### src/rtl/spi_cmd_master_if.sv
// Host-side handshake and SPI pin bundle for spi_cmd_master.
// The master modport is the initiator's view; slave is the host/pin side.
interface spi_cmd_master_if #(
  parameter int DATA_W = 8
);
  logic              start;
  logic [DATA_W-1:0] tx_data;
  logic              busy;
  logic              done;
  logic [DATA_W-1:0] rx_data;
  logic              sclk;
  logic              mosi;
  logic              cs_n;
  logic              miso;

  modport master (
    input  start, tx_data, miso,
    output busy, done, rx_data, sclk, mosi, cs_n
  );

  modport slave (
    output start, tx_data, miso,
    input  busy, done, rx_data, sclk, mosi, cs_n
  );
endinterface

### src/rtl/spi_cmd_master.sv
// SPI initiator (CPOL=0, CPHA=1, MSB first): one CMD word out, then one RSP word in.
// Optional build macro SPI_MISO_SYNC_EN adds a 2-flop miso synchronizer and lengthens HOLD by 2 cycles.
module spi_cmd_master #(
  parameter int CLK_DIV = 4,
  parameter int DATA_W  = 8
) (
  input  logic clk,
  input  logic rst_n,
  spi_cmd_master_if.master bus
);

  localparam int DIV_W = $clog2(CLK_DIV);
  localparam int BIT_W = $clog2(2 * DATA_W) + 1;

  localparam logic [DIV_W-1:0] DIV_LAST = DIV_W'(CLK_DIV - 1);
  localparam logic [BIT_W-1:0] CMD_BITS = BIT_W'(DATA_W);
  localparam logic [BIT_W-1:0] ALL_BITS = BIT_W'(2 * DATA_W);

  typedef enum logic [2:0] {
    IDLE,
    SETUP,
    SHIFT,
    HOLD,
    GUARD
  } state_t;

  state_t            state;
  logic [DIV_W-1:0]  div_cnt;
  logic [BIT_W-1:0]  bit_cnt;
  logic [DATA_W-1:0] tx_sh;
  logic [DATA_W-1:0] rx_sh;
  logic [DATA_W-1:0] rx_q;
  logic              sclk_q;
  logic              mosi_q;
  logic              cs_n_q;
  logic              busy_q;
  logic              done_q;
  logic              miso_smp;

`ifdef SPI_MISO_SYNC_EN
  localparam logic [BIT_W-1:0] HOLD_EXT = BIT_W'(2);

  logic miso_p1;
  logic miso_p2;

  // miso stage 1 -> stage 2; the falling-edge sample uses the stage-2 value
  always_ff @(posedge clk or negedge rst_n) begin
    if (!rst_n) begin
      miso_p1 <= 1'b0;
      miso_p2 <= 1'b0;
    end else begin
      miso_p1 <= bus.miso;
      miso_p2 <= miso_p1;
    end
  end

  assign miso_smp = miso_p2;
`else
  localparam logic [BIT_W-1:0] HOLD_EXT = '0;

  assign miso_smp = bus.miso;
`endif

  always_ff @(posedge clk or negedge rst_n) begin
    if (!rst_n) begin
      state   <= IDLE;
      div_cnt <= '0;
      bit_cnt <= '0;
      tx_sh   <= '0;
      rx_sh   <= '0;
      rx_q    <= '0;
      sclk_q  <= 1'b0;
      mosi_q  <= 1'b0;
      cs_n_q  <= 1'b1;
      busy_q  <= 1'b0;
      done_q  <= 1'b0;
    end else begin
      done_q <= 1'b0;
      unique case (state)
        IDLE: begin
          if (bus.start) begin
            tx_sh   <= bus.tx_data;
            cs_n_q  <= 1'b0;
            busy_q  <= 1'b1;
            div_cnt <= '0;
            bit_cnt <= '0;
            state   <= SETUP;
          end
        end
        SETUP: begin
          if (div_cnt == DIV_LAST) begin
            div_cnt <= '0;
            sclk_q  <= 1'b1;
            mosi_q  <= tx_sh[DATA_W-1];
            tx_sh   <= tx_sh << 1;
            state   <= SHIFT;
          end else begin
            div_cnt <= div_cnt + 1'b1;
          end
        end
        SHIFT: begin
          if (div_cnt == DIV_LAST) begin
            div_cnt <= '0;
            if (sclk_q) begin
              // falling edge: only RSP-phase bits are kept
              sclk_q <= 1'b0;
              if (bit_cnt >= CMD_BITS) begin
                rx_sh <= (rx_sh << 1) | DATA_W'(miso_smp);
              end
              bit_cnt <= bit_cnt + 1'b1;
            end else if (bit_cnt == ALL_BITS) begin
              // final low half-period done; bit_cnt is reused to stretch HOLD
              bit_cnt <= '0;
              state   <= HOLD;
            end else begin
              sclk_q <= 1'b1;
              if (bit_cnt < CMD_BITS) begin
                mosi_q <= tx_sh[DATA_W-1];
                tx_sh  <= tx_sh << 1;
              end else begin
                mosi_q <= 1'b0;
              end
            end
          end else begin
            div_cnt <= div_cnt + 1'b1;
          end
        end
        HOLD: begin
          if (div_cnt != DIV_LAST) begin
            div_cnt <= div_cnt + 1'b1;
          end else if (bit_cnt != HOLD_EXT) begin
            bit_cnt <= bit_cnt + 1'b1;
          end else begin
            div_cnt <= '0;
            bit_cnt <= '0;
            cs_n_q  <= 1'b1;
            done_q  <= 1'b1;
            rx_q    <= rx_sh;
            state   <= GUARD;
          end
        end
        GUARD: begin
          if (div_cnt == DIV_LAST) begin
            div_cnt <= '0;
            busy_q  <= 1'b0;
            state   <= IDLE;
          end else begin
            div_cnt <= div_cnt + 1'b1;
          end
        end
        default: state <= IDLE;
      endcase
    end
  end

  assign bus.sclk    = sclk_q;
  assign bus.mosi    = mosi_q;
  assign bus.cs_n    = cs_n_q;
  assign bus.busy    = busy_q;
  assign bus.done    = done_q;
  assign bus.rx_data = rx_q;

endmodule

### src/flat_wrapper.sv
// flat-port wrapper written by rule: the top's interface ports become plain ports
module spi_cmd_master_flat 
#(
  parameter int CLK_DIV = 4,
  parameter int DATA_W  = 8
)
  (clk, rst_n, bus_start, bus_tx_data, bus_miso, bus_busy, bus_done, bus_rx_data, bus_sclk, bus_mosi, bus_cs_n);
  spi_cmd_master_if #(.DATA_W(DATA_W)) bus_i ();
  input  logic clk;
  input  logic rst_n;
  input wire logic [$bits(bus_i.start)-1:0] bus_start;
  input wire logic [$bits(bus_i.tx_data)-1:0] bus_tx_data;
  input wire logic [$bits(bus_i.miso)-1:0] bus_miso;
  output wire logic [$bits(bus_i.busy)-1:0] bus_busy;
  output wire logic [$bits(bus_i.done)-1:0] bus_done;
  output wire logic [$bits(bus_i.rx_data)-1:0] bus_rx_data;
  output wire logic [$bits(bus_i.sclk)-1:0] bus_sclk;
  output wire logic [$bits(bus_i.mosi)-1:0] bus_mosi;
  output wire logic [$bits(bus_i.cs_n)-1:0] bus_cs_n;
  assign bus_i.start = bus_start;
  assign bus_i.tx_data = bus_tx_data;
  assign bus_i.miso = bus_miso;
  assign bus_busy = bus_i.busy;
  assign bus_done = bus_i.done;
  assign bus_rx_data = bus_i.rx_data;
  assign bus_sclk = bus_i.sclk;
  assign bus_mosi = bus_i.mosi;
  assign bus_cs_n = bus_i.cs_n;
  spi_cmd_master #(.CLK_DIV(CLK_DIV), .DATA_W(DATA_W)) u_core (.clk(clk), .rst_n(rst_n), .bus(bus_i));
endmodule
### config.mk
export PLATFORM = sky130hd
export DESIGN_NAME = spi_cmd_master_flat
export DESIGN_NICKNAME = d
export VERILOG_FILES = /design/src/rtl/spi_cmd_master_if.sv /design/src/rtl/spi_cmd_master.sv /design/src/flat_wrapper.sv
export SDC_FILE = /design/constraint.sdc
export NUM_CORES = 1
export LEC_CHECK = 0
export CORE_UTILIZATION = 54
export CTS_CLUSTER_SIZE = 14
export DETAILED_ROUTE_END_ITERATION = 8
export GPL_ROUTABILITY_DRIVEN = 0
export GPL_TIMING_DRIVEN = 0
export PLACE_DENSITY = 0.89
export SYNTH_ARGS = -nofsm -noshare
export SYNTH_HDL_FRONTEND = slang
export SYNTH_SLANG_ARGS = --single-unit
### constraint.sdc
create_clock -name clk -period 2.5 [get_ports clk]
set_clock_uncertainty 0.2 [all_clocks]
set_input_delay 0.25 -clock clk [delete_from_list [all_inputs] [get_ports clk]]
set_output_delay 0.25 -clock clk [all_outputs]
set_load 0.005 [all_outputs]
After elaboration in Yosys (flattened, before gate mapping)
Index checks and enable logic that the tools add are counted.
{"block": "totals", "output_inout_bits": 13, "mem_bits_ro": 0, "regBits": 39, "elab_cells": 105, "latch_bits": 0, "n_memories": 0, "mem_bits_rw": 0}
{"block": "op_classes", "shifts": 0, "div_mod_pow": 0, "muxes": 49, "add_sub_neg": 2, "bitwise": 3, "order_cmp": 2, "eq_ne": 19, "n_mul": 0, "reduce_logical": 19}
{"cell": "two-way mux 8 bit", "count": 6}
{"cell": "two-way mux 5 bit", "count": 6}
{"cell": "two-way mux 3 bit", "count": 8}
{"cell": "one-hot mux 8 bit (3 select lines)", "count": 1}
{"cell": "two-way mux 1 bit", "count": 17}
{"cell": "one-hot mux 3 bit (5 select lines)", "count": 1}
{"cell": "one-hot mux 5 bit (3 select lines)", "count": 1}
{"cell": "!= test 2 bit, second input constant", "count": 6}
{"cell": "AND reduction 3 bit", "count": 4}
{"cell": "!= test 2 x 1 -> 1 bit, second input constant", "count": 5}
{"cell": "AND reduction 5 bit", "count": 2}
{"cell": "nonzero test 3 bit", "count": 3}
{"cell": "two-way mux 2 bit", "count": 4}
{"cell": "OR 8 x 1 -> 8 bit", "count": 1}
{"cell": "one-hot mux 1 bit (2 select lines)", "count": 4}
{"cell": "AND reduction 4 bit", "count": 2}
{"cell": "AND reduction 8 bit", "count": 1}
{"cell": "AND reduction 7 bit", "count": 1}
{"cell": "equality test 3 x 2 -> 1 bit, second input constant", "count": 2}
{"cell": "one-hot mux 2 bit (3 select lines)", "count": 1}
{"cell": "nonzero test 2 bit", "count": 3}
{"cell": "adder 5 x 1 -> 5 bit, second input constant", "count": 1}
{"cell": "equality test 5 bit, second input constant", "count": 1}
{"cell": ">= comparator 5 x 4 -> 1 bit, second input constant", "count": 1}
{"cell": "other kinds (11)", "count": 12}

Longest topological paths before layout
Gate-level depths: netlist of the first run.
{"block": "depth", "ltp_word": 6, "ltp_mapped": 7}

Least setup slack after synthesis of the first run
Ideal clock, no wire load.
{"block": "synth_timing", "kind": "register -> register", "startpoint": "reg u_core.bit_cnt[0]", "endpoint": "reg u_core.rx_q[0], in the netlist u_core.bus.rx_data[0]", "arrival_ns": 1.767, "setup_slack_ns": 0.405, "stages_incl_launch_ff": 7, "t_required_ns": 2.172, "setup_time_ns": 0.128, "cell_sequence": "dfrtp_1 > inv_1 > ha_1 > or4b_4 > nor3_2 > buf_4 > mux2_1"}
{"block": "synth_between", "elab_chain_cells": 3}
{"item": "from (decl)", "line_no": "spi_cmd_master.sv:29", "text": "logic [BIT_W-1:0] bit_cnt;"}
{"item": "from (signal assigned)", "line_no": "spi_cmd_master.sv:110", "text": "bit_cnt <= bit_cnt + 1'b1;"}
{"item": "from (signal assigned)", "line_no": "spi_cmd_master.sv:132", "text": "bit_cnt <= bit_cnt + 1'b1;"}
{"item": "nonzero test 5 bit", "line_no": "spi_cmd_master.sv:131", "text": "end else if (bit_cnt != HOLD_EXT) begin"}
{"item": "NOT 1 bit (no line)"}
{"item": "AND reduction 3 bit (no line)"}
{"item": "to (signal assigned)", "line_no": "spi_cmd_master.sv:138", "text": "rx_q <= rx_sh;"}
{"item": "to (decl)", "line_no": "spi_cmd_master.sv:32", "text": "logic [DATA_W-1:0] rx_q;"}
No other way between the ends.
A chain may end at the register's enable or synchronous reset.

Worst setup path after layout of the first run
{"block": "layout_timing", "startpoint": "reg u_core.div_cnt[0]", "endpoint": "reg u_core.rx_sh[6]"}
{"block": "layout_between", "elab_chain_cells": 2}
{"item": "from (decl)", "line_no": "spi_cmd_master.sv:28", "text": "logic [DIV_W-1:0] div_cnt;"}
{"item": "from (signal assigned)", "line_no": "spi_cmd_master.sv:98", "text": "div_cnt <= div_cnt + 1'b1;"}
{"item": "from (signal assigned)", "line_no": "spi_cmd_master.sv:125", "text": "div_cnt <= div_cnt + 1'b1;"}
{"item": "from (signal assigned)", "line_no": "spi_cmd_master.sv:130", "text": "div_cnt <= div_cnt + 1'b1;"}
{"item": "equality test 2 bit", "line_no": "spi_cmd_master.sv:102", "text": "if (div_cnt == DIV_LAST) begin"}
{"item": "AND reduction 4 bit (no line)"}
{"item": "to (signal assigned)", "line_no": "spi_cmd_master.sv:108", "text": "rx_sh <= (rx_sh << 1) | DATA_W'(miso_smp);"}
{"item": "to (decl)", "line_no": "spi_cmd_master.sv:31", "text": "logic [DATA_W-1:0] rx_sh;"}
No other way between the ends.

==> results of run 1 <==
[worst min path at each step]
stage,slack (ns),endpoint,startpoint
2_1_floorplan,-0.25,u_core.bit_cnt[0],rst_n
3_3_place_gp,0.27,u_core.bus.rx_data[0],u_core.bus.rx_data[0]
3_5_place_dp,0.20,u_core.rx_sh[0],rst_n
4_1_cts,0.29,u_core.rx_sh[0],bus_miso
5_1_grt,0.30,u_core.rx_sh[0],bus_miso
6_report,0.30,u_core.bus.rx_data[0],u_core.bus.rx_data[0]
[metrics by stage]
stage / hold slack [ns] / total power [mW]
finish: 0.297 / 2.32
global route: 0.295 / 2.48
CTS: 0.286 / 2.32
detailed placement: 0.201 / 1.98
global placement: 0.268 / 1.92
floorplan: -0.246 / 1.72
[final cells by class]
| cell class | count | area share, % |
|---|---|---|
| tap | 46 | 2.48 |
| sequential | 39 | 42.1 |
| clock buffer | 6 | 1.78 |
| inverter | 4 | 0.647 |
| timing repair buffer | 25 | 10.6 |
| buffer | 7 | 1.78 |
| multi-input combinational | 113 | 40.1 |
| clock inverter | 2 | 0.593 |
[state kept, by name (all words and copies together), names as in the netlist]
signal              cells
u_core.div_cnt          2
u_core.rx_sh            8
u_core.tx_sh            8
u_core.bit_cnt          5
u_core.bus.mosi         1
u_core.bus.busy         1
u_core.bus.rx_data      8
u_core.bus.cs_n         1
u_core.bus.sclk         1
u_core.bus.done         1
u_core.state            3
[placed cells by master (no fill, tap or decap), drive strengths merged, types with 4 or more instances in the layout]
master,n
nand2b,5
a31oi,4
o21ai,5
nor2,13
nand2,9
clkbuf,8
and3,4
inv,4
dfrtp,38
mux2,32
a21oi,7
buf,6
clkdlybuf4s50,23
[per-layer routing]
| layer | vias to the layer above | global-route usage, % | share of wire (%) |
|---|---|---|---|
| li1 | 659 | - | - |
| met1 | 698 | 27.0 | 41 |
| met2 | 56 | 35.7 | 50 |
| met3 | 21 | 6.07 | 5.9 |
| met4 | 0 | 12.2 | 3.2 |
| met5 | - | 0 | 0 |
[kinds of logic (layout without fill, tap and decap cells)]
group           after synthesis  count (layout)
mux                          33              33
compound gates               30              30
fa+ha+maj                     3               3
simple gates                 47              47
flops                        39              39
buf+inv                      11              44
[worst max-delay path, stage by stage (launching register included)]
cell	delay [ns]
dfrtp_1	0.41
ha_1	0.25
clkbuf_1	0.36
nand2_1	0.15
nor4_4	0.45
mux2_2	0.40
[power by group]
group          internal, mW  switching [mW]
clock network         0.110           0.204
registers             0.780           0.107
logic                 0.562           0.554
total                  1.45           0.865
==> flow_metrics.tcl, run 1 <==
set metrics [dict create \
    fmax_ghz 0.428 \
    cts_tree "built" \
    synth_top_cell_area_share_pct 48.4 \
    register_area_um2 977 \
    synth_commonest_cells "dfrtp_1, mux2_2, nor2_1" \
    ys_ff_latch 39 \
    dieArea_um2 3880 \
    final_max_slew_viol_count 0 \
    synthesis.area_um2 1960 \
    first_global_vias 1450 \
    grt_max_degree 40 \
    fin_ws_ns 0.163 \
    syn_inst 163 \
    design_area_um2 2320 \
    power.density_nw_per_um2 999 \
    timing.final.crit_share_pct 93.5 \
    dp_cells 233 \
    num_rows 21 \
    die_w_um 62.3 \
    diodes 0 \
    rsz0062_at_grt "false" \
    fillCellCount 254 \
    layout.nets 210 \
    critPathKind "reg -> reg" \
    multi_input_area_um2 930 \
    synth_cell_type_count 44 \
    portBuffers 24 \
    worstMarginPinSlew_ns 0.850 \
    end_kind "register" \
    grt_usage_pct 22.2 \
    synth_top_area_cell "dfrtp_1" \
    syn-mean-instance-area_um2 12.0 \
    crit_end "u_core.rx_sh[6]" \
    ir_drop_v 0.000729 \
    reg2regPathDepth 5 \
    synthSimpleGateAreaFrac_pct 14.4 \
    dr_total_vias 1434 \
    max_cap_violations 0 \
    required_ns 2.55 \
    ios 25 \
    clock_latency_ns 0.35 \
    final_util_pct 67.9 \
    ant_nets 0 \
    drt_iter0_drc 49 \
    relSlewSlack_pct 43.3 \
    worst_setup_path_start_kind "register" \
    grt_pass1_wl_mm 6.66 \
    dpl_cell_area_um2 2260 \
    synth_top_family_by_area "multiplexers" \
    drc_errors 0 \
    cts_buffers 5 \
    final-instance-count-excl-fill 242 \
    wl_mm 3.79 \
    viasPerCell 5.93 \
    synthesis.nets 178 \
    cts_root_buf "clkbuf_4" \
    post_cts_buffers 0 \
    synthMuxAreaShare_pct 20.4 \
    setup_violations 0 \
    synth_warnings 0 \
    area_growth_syn_to_layout_pct 18.2 \
    fp.dieH_um 62.3 \
    synthFlopType "dfrtp_1" \
    synth_compound_area_share_pct 10.6 \
    path_clk_slew_ns 0.12 \
    ctsHoldBuffers 1 \
    min_path_type "reg -> reg" \
    synth.most_common_cell "dfrtp_1" \
    drive_gt1_share_pct 24.5 \
    cts_buffer_depth 2 \
    r2r_start "u_core.div_cnt[0]" \
    core_um2 3420 \
    cts_max_level 2 \
    status "finished, final reports clean" \
    antenna_found_initial 0 \
    critPathMaxFanout 10 \
    initial_utilization_pct 57.5 \
    synth_seq_area_share_pct 49.8 \
    synthArstFlopShare_pct 100 \
    hold_violations 0 \
    pre_cts_ws_ns 0.197 \
    post-route-min-period_ns 2.34 \
    clock_sinks 39 \
    wire_per_inst_um 15.6 \
    netlist_top_cells_area "dfrtp_1, mux2_2, mux2_4" \
    finalSetupTns_ns 0 \
    gr-total-overflow 0 \
    firstDrtPassIters 5 \
    leakage_nw 1.10 \
    cts_resized 0 \
    startpoint "u_core.div_cnt[0]" \
    dp.final_hpwl_mm 2.61 \
    r2r-end "u_core.rx_sh[6]" \
    arrival_ns 2.39 \
    synth_edf_count 0 \
    hold_depth 1 \
    r2r_setup_slack_ns 0.16 \
    synthAdderAreaFrac_pct 1.91 \
    synth_xor_area_share_pct 0 \
]
Power figures use the tool's default switching activity.
==> inputs of run 2 (changes only) <==
- CORE_ASPECT_RATIO: not set -> 0.9
==> run 2 against run 1 <==
  * Hold slack worse by 0.011 ns
  * Wire length is 1.3% higher
  * Via count is 1.8% lower
  * Worst setup slack better by 0.00050 ns
  * Sequential power is 0.7% higher
  * First-iteration DRC count grew to 3.1 times the previous value
  * Clock power is 48% higher
  * Register-to-register slack hardly changed
  * Critical endpoint is now u_core.bus.rx_data[0]
  * Highest routed layer unchanged
==> flow_metrics.tcl, run 2 (synthesis results as in run 1) <==
set metrics [dict create \
    critPathKind "reg -> reg" \
    ir_drop_v 0.000647 \
    drc_errors 0 \
    hold_violations 0 \
    final_max_slew_viol_count 0 \
    dp.final_hpwl_mm 2.64 \
    path_clk_slew_ns 0.07 \
    min_path_type "reg -> reg" \
    finalSetupTns_ns 0 \
    first_global_vias 1396 \
    worst_setup_path_start_kind "register" \
    leakage_nw 1.12 \
    end_kind "register" \
    clock_latency_ns 0.29 \
    num_rows 20 \
    post_cts_buffers 0 \
    dpl_cell_area_um2 2250 \
    antenna_found_initial 0 \
    pre_cts_ws_ns 0.170 \
    total_power_mw 2.47 \
    final-instance-count-excl-fill 240 \
    diodes 0 \
    gr-usage-met1_pct 28.1 \
    drt_iter0_drc 151 \
    fin_ws_ns 0.163 \
    grt_use_met2_pct 38.7 \
    fillCellCount 238 \
    worstMarginPinSlew_ns 0.869 \
    initial_utilization_pct 57.3 \
    setup_violations 0 \
    portBuffers 24 \
    final_util_pct 68.9 \
    cts_tree "built" \
    rsz0062_at_grt "false" \
    arrival_ns 2.31 \
    dieArea_um2 3880 \
    top_usage_layer "met2" \
    core_um2 3430 \
    grt_util_met3_pct 5.19 \
    ios 25 \
    dp_cells 231 \
    timing.final.crit_share_pct 93.5 \
    cts_max_level 2 \
    dr_total_vias 1408 \
    wire_per_inst_um 16.0 \
    cts_buffer_depth 2 \
    design_area_um2 2360 \
    grt_pass1_wl_mm 6.47 \
    ant_nets 0 \
    cts_root_buf "clkbuf_8" \
    area_growth_syn_to_layout_pct 20.4 \
    power.density_nw_per_um2 1040 \
    drive_gt1_share_pct 24.5 \
    wl_mm 3.84 \
    fp.dieH_um 59.2 \
    firstDrtPassIters 4 \
    critPathMaxFanout 10 \
    clock_sinks 39 \
    mostFrequentLayoutCells "dfrtp_1, clkdlybuf4s50_1, mux2_2, nor2_1, nand2_1" \
    relSlewSlack_pct 42.0 \
    holdWs_ns 0.286 \
    layout.nets 210 \
    status "finished, final reports clean" \
    grt_max_degree 40 \
    max_cap_violations 0 \
    required_ns 2.47 \
    die_w_um 65.6 \
    viasPerCell 5.87 \
    post-route-min-period_ns 2.34 \
    grt_usage_pct 22.9 \
    gr-total-overflow 0 \
    cts_buffers 5 \
    final_common_cell "dfrtp_1" \
    fmax_ghz 0.428 \
]
run 2: cell count changes in the layout (fill, tap and decap cells not counted):
cell / change
clkbuf_4: -5
clkbuf_8: +7
clkinv_2: -1
clkinv_4: -1
run 2: worst paths after layout:
kind	startpoint	end	slack, ns	cells past startpoint
max	u_core.bit_cnt[0]	u_core.bus.rx_data[0]	0.16	6
min	u_core.bus.rx_data[4]	u_core.bus.rx_data[4]	0.29	1
max reg2reg	u_core.bit_cnt[0]	u_core.bus.rx_data[0]	0.16	6
min reg2reg	u_core.bus.rx_data[4]	u_core.bus.rx_data[4]	0.29	1
max in group asynchronous	rst_n	u_core.bus.mosi	1.16	2
min in group asynchronous	rst_n	u_core.bus.rx_data[7]	0.40	2
run 2: power by group:
group	internal, mW	leakage [nW]	switching [mW]
clock network	0.252	0.0515	0.214
logic	0.564	0.563	0.544
registers	0.782	0.508	0.112
run 2: routing by layer:
layer | wire (um) | up-vias
li1 | - | 661
met1 | 1660 | 685
met2 | 1880 | 52
met3 | 227 | 10
met4 | 78 | 0
met5 | 0 | -
run 2: final cells by class:
class	instances	area [um2]	area share, %
Multi-Input combinational cell	113	930	39.3
Buffer	7	41.3	1.75
Sequential cell	39	977	41.3
Timing Repair Buffer	25	245	10.4
Inverter	4	15.0	0.635
Clock buffer	8	100	4.24
Tap cell	44	55.1	2.33
run 2: repair_timing:
item,CTS,global route
hold endpoints to repair,38,0
hold buffers,1,0
resized for setup,0,0
run 2: worst max-delay path, stage by stage, from the launching register on:
cell and delay (ns):
dfrtp_1 0.43, inv_1 0.08, ha_1 0.18, or4b_4 0.50
nor3_2 0.23, buf_4 0.23, mux2_1 0.36
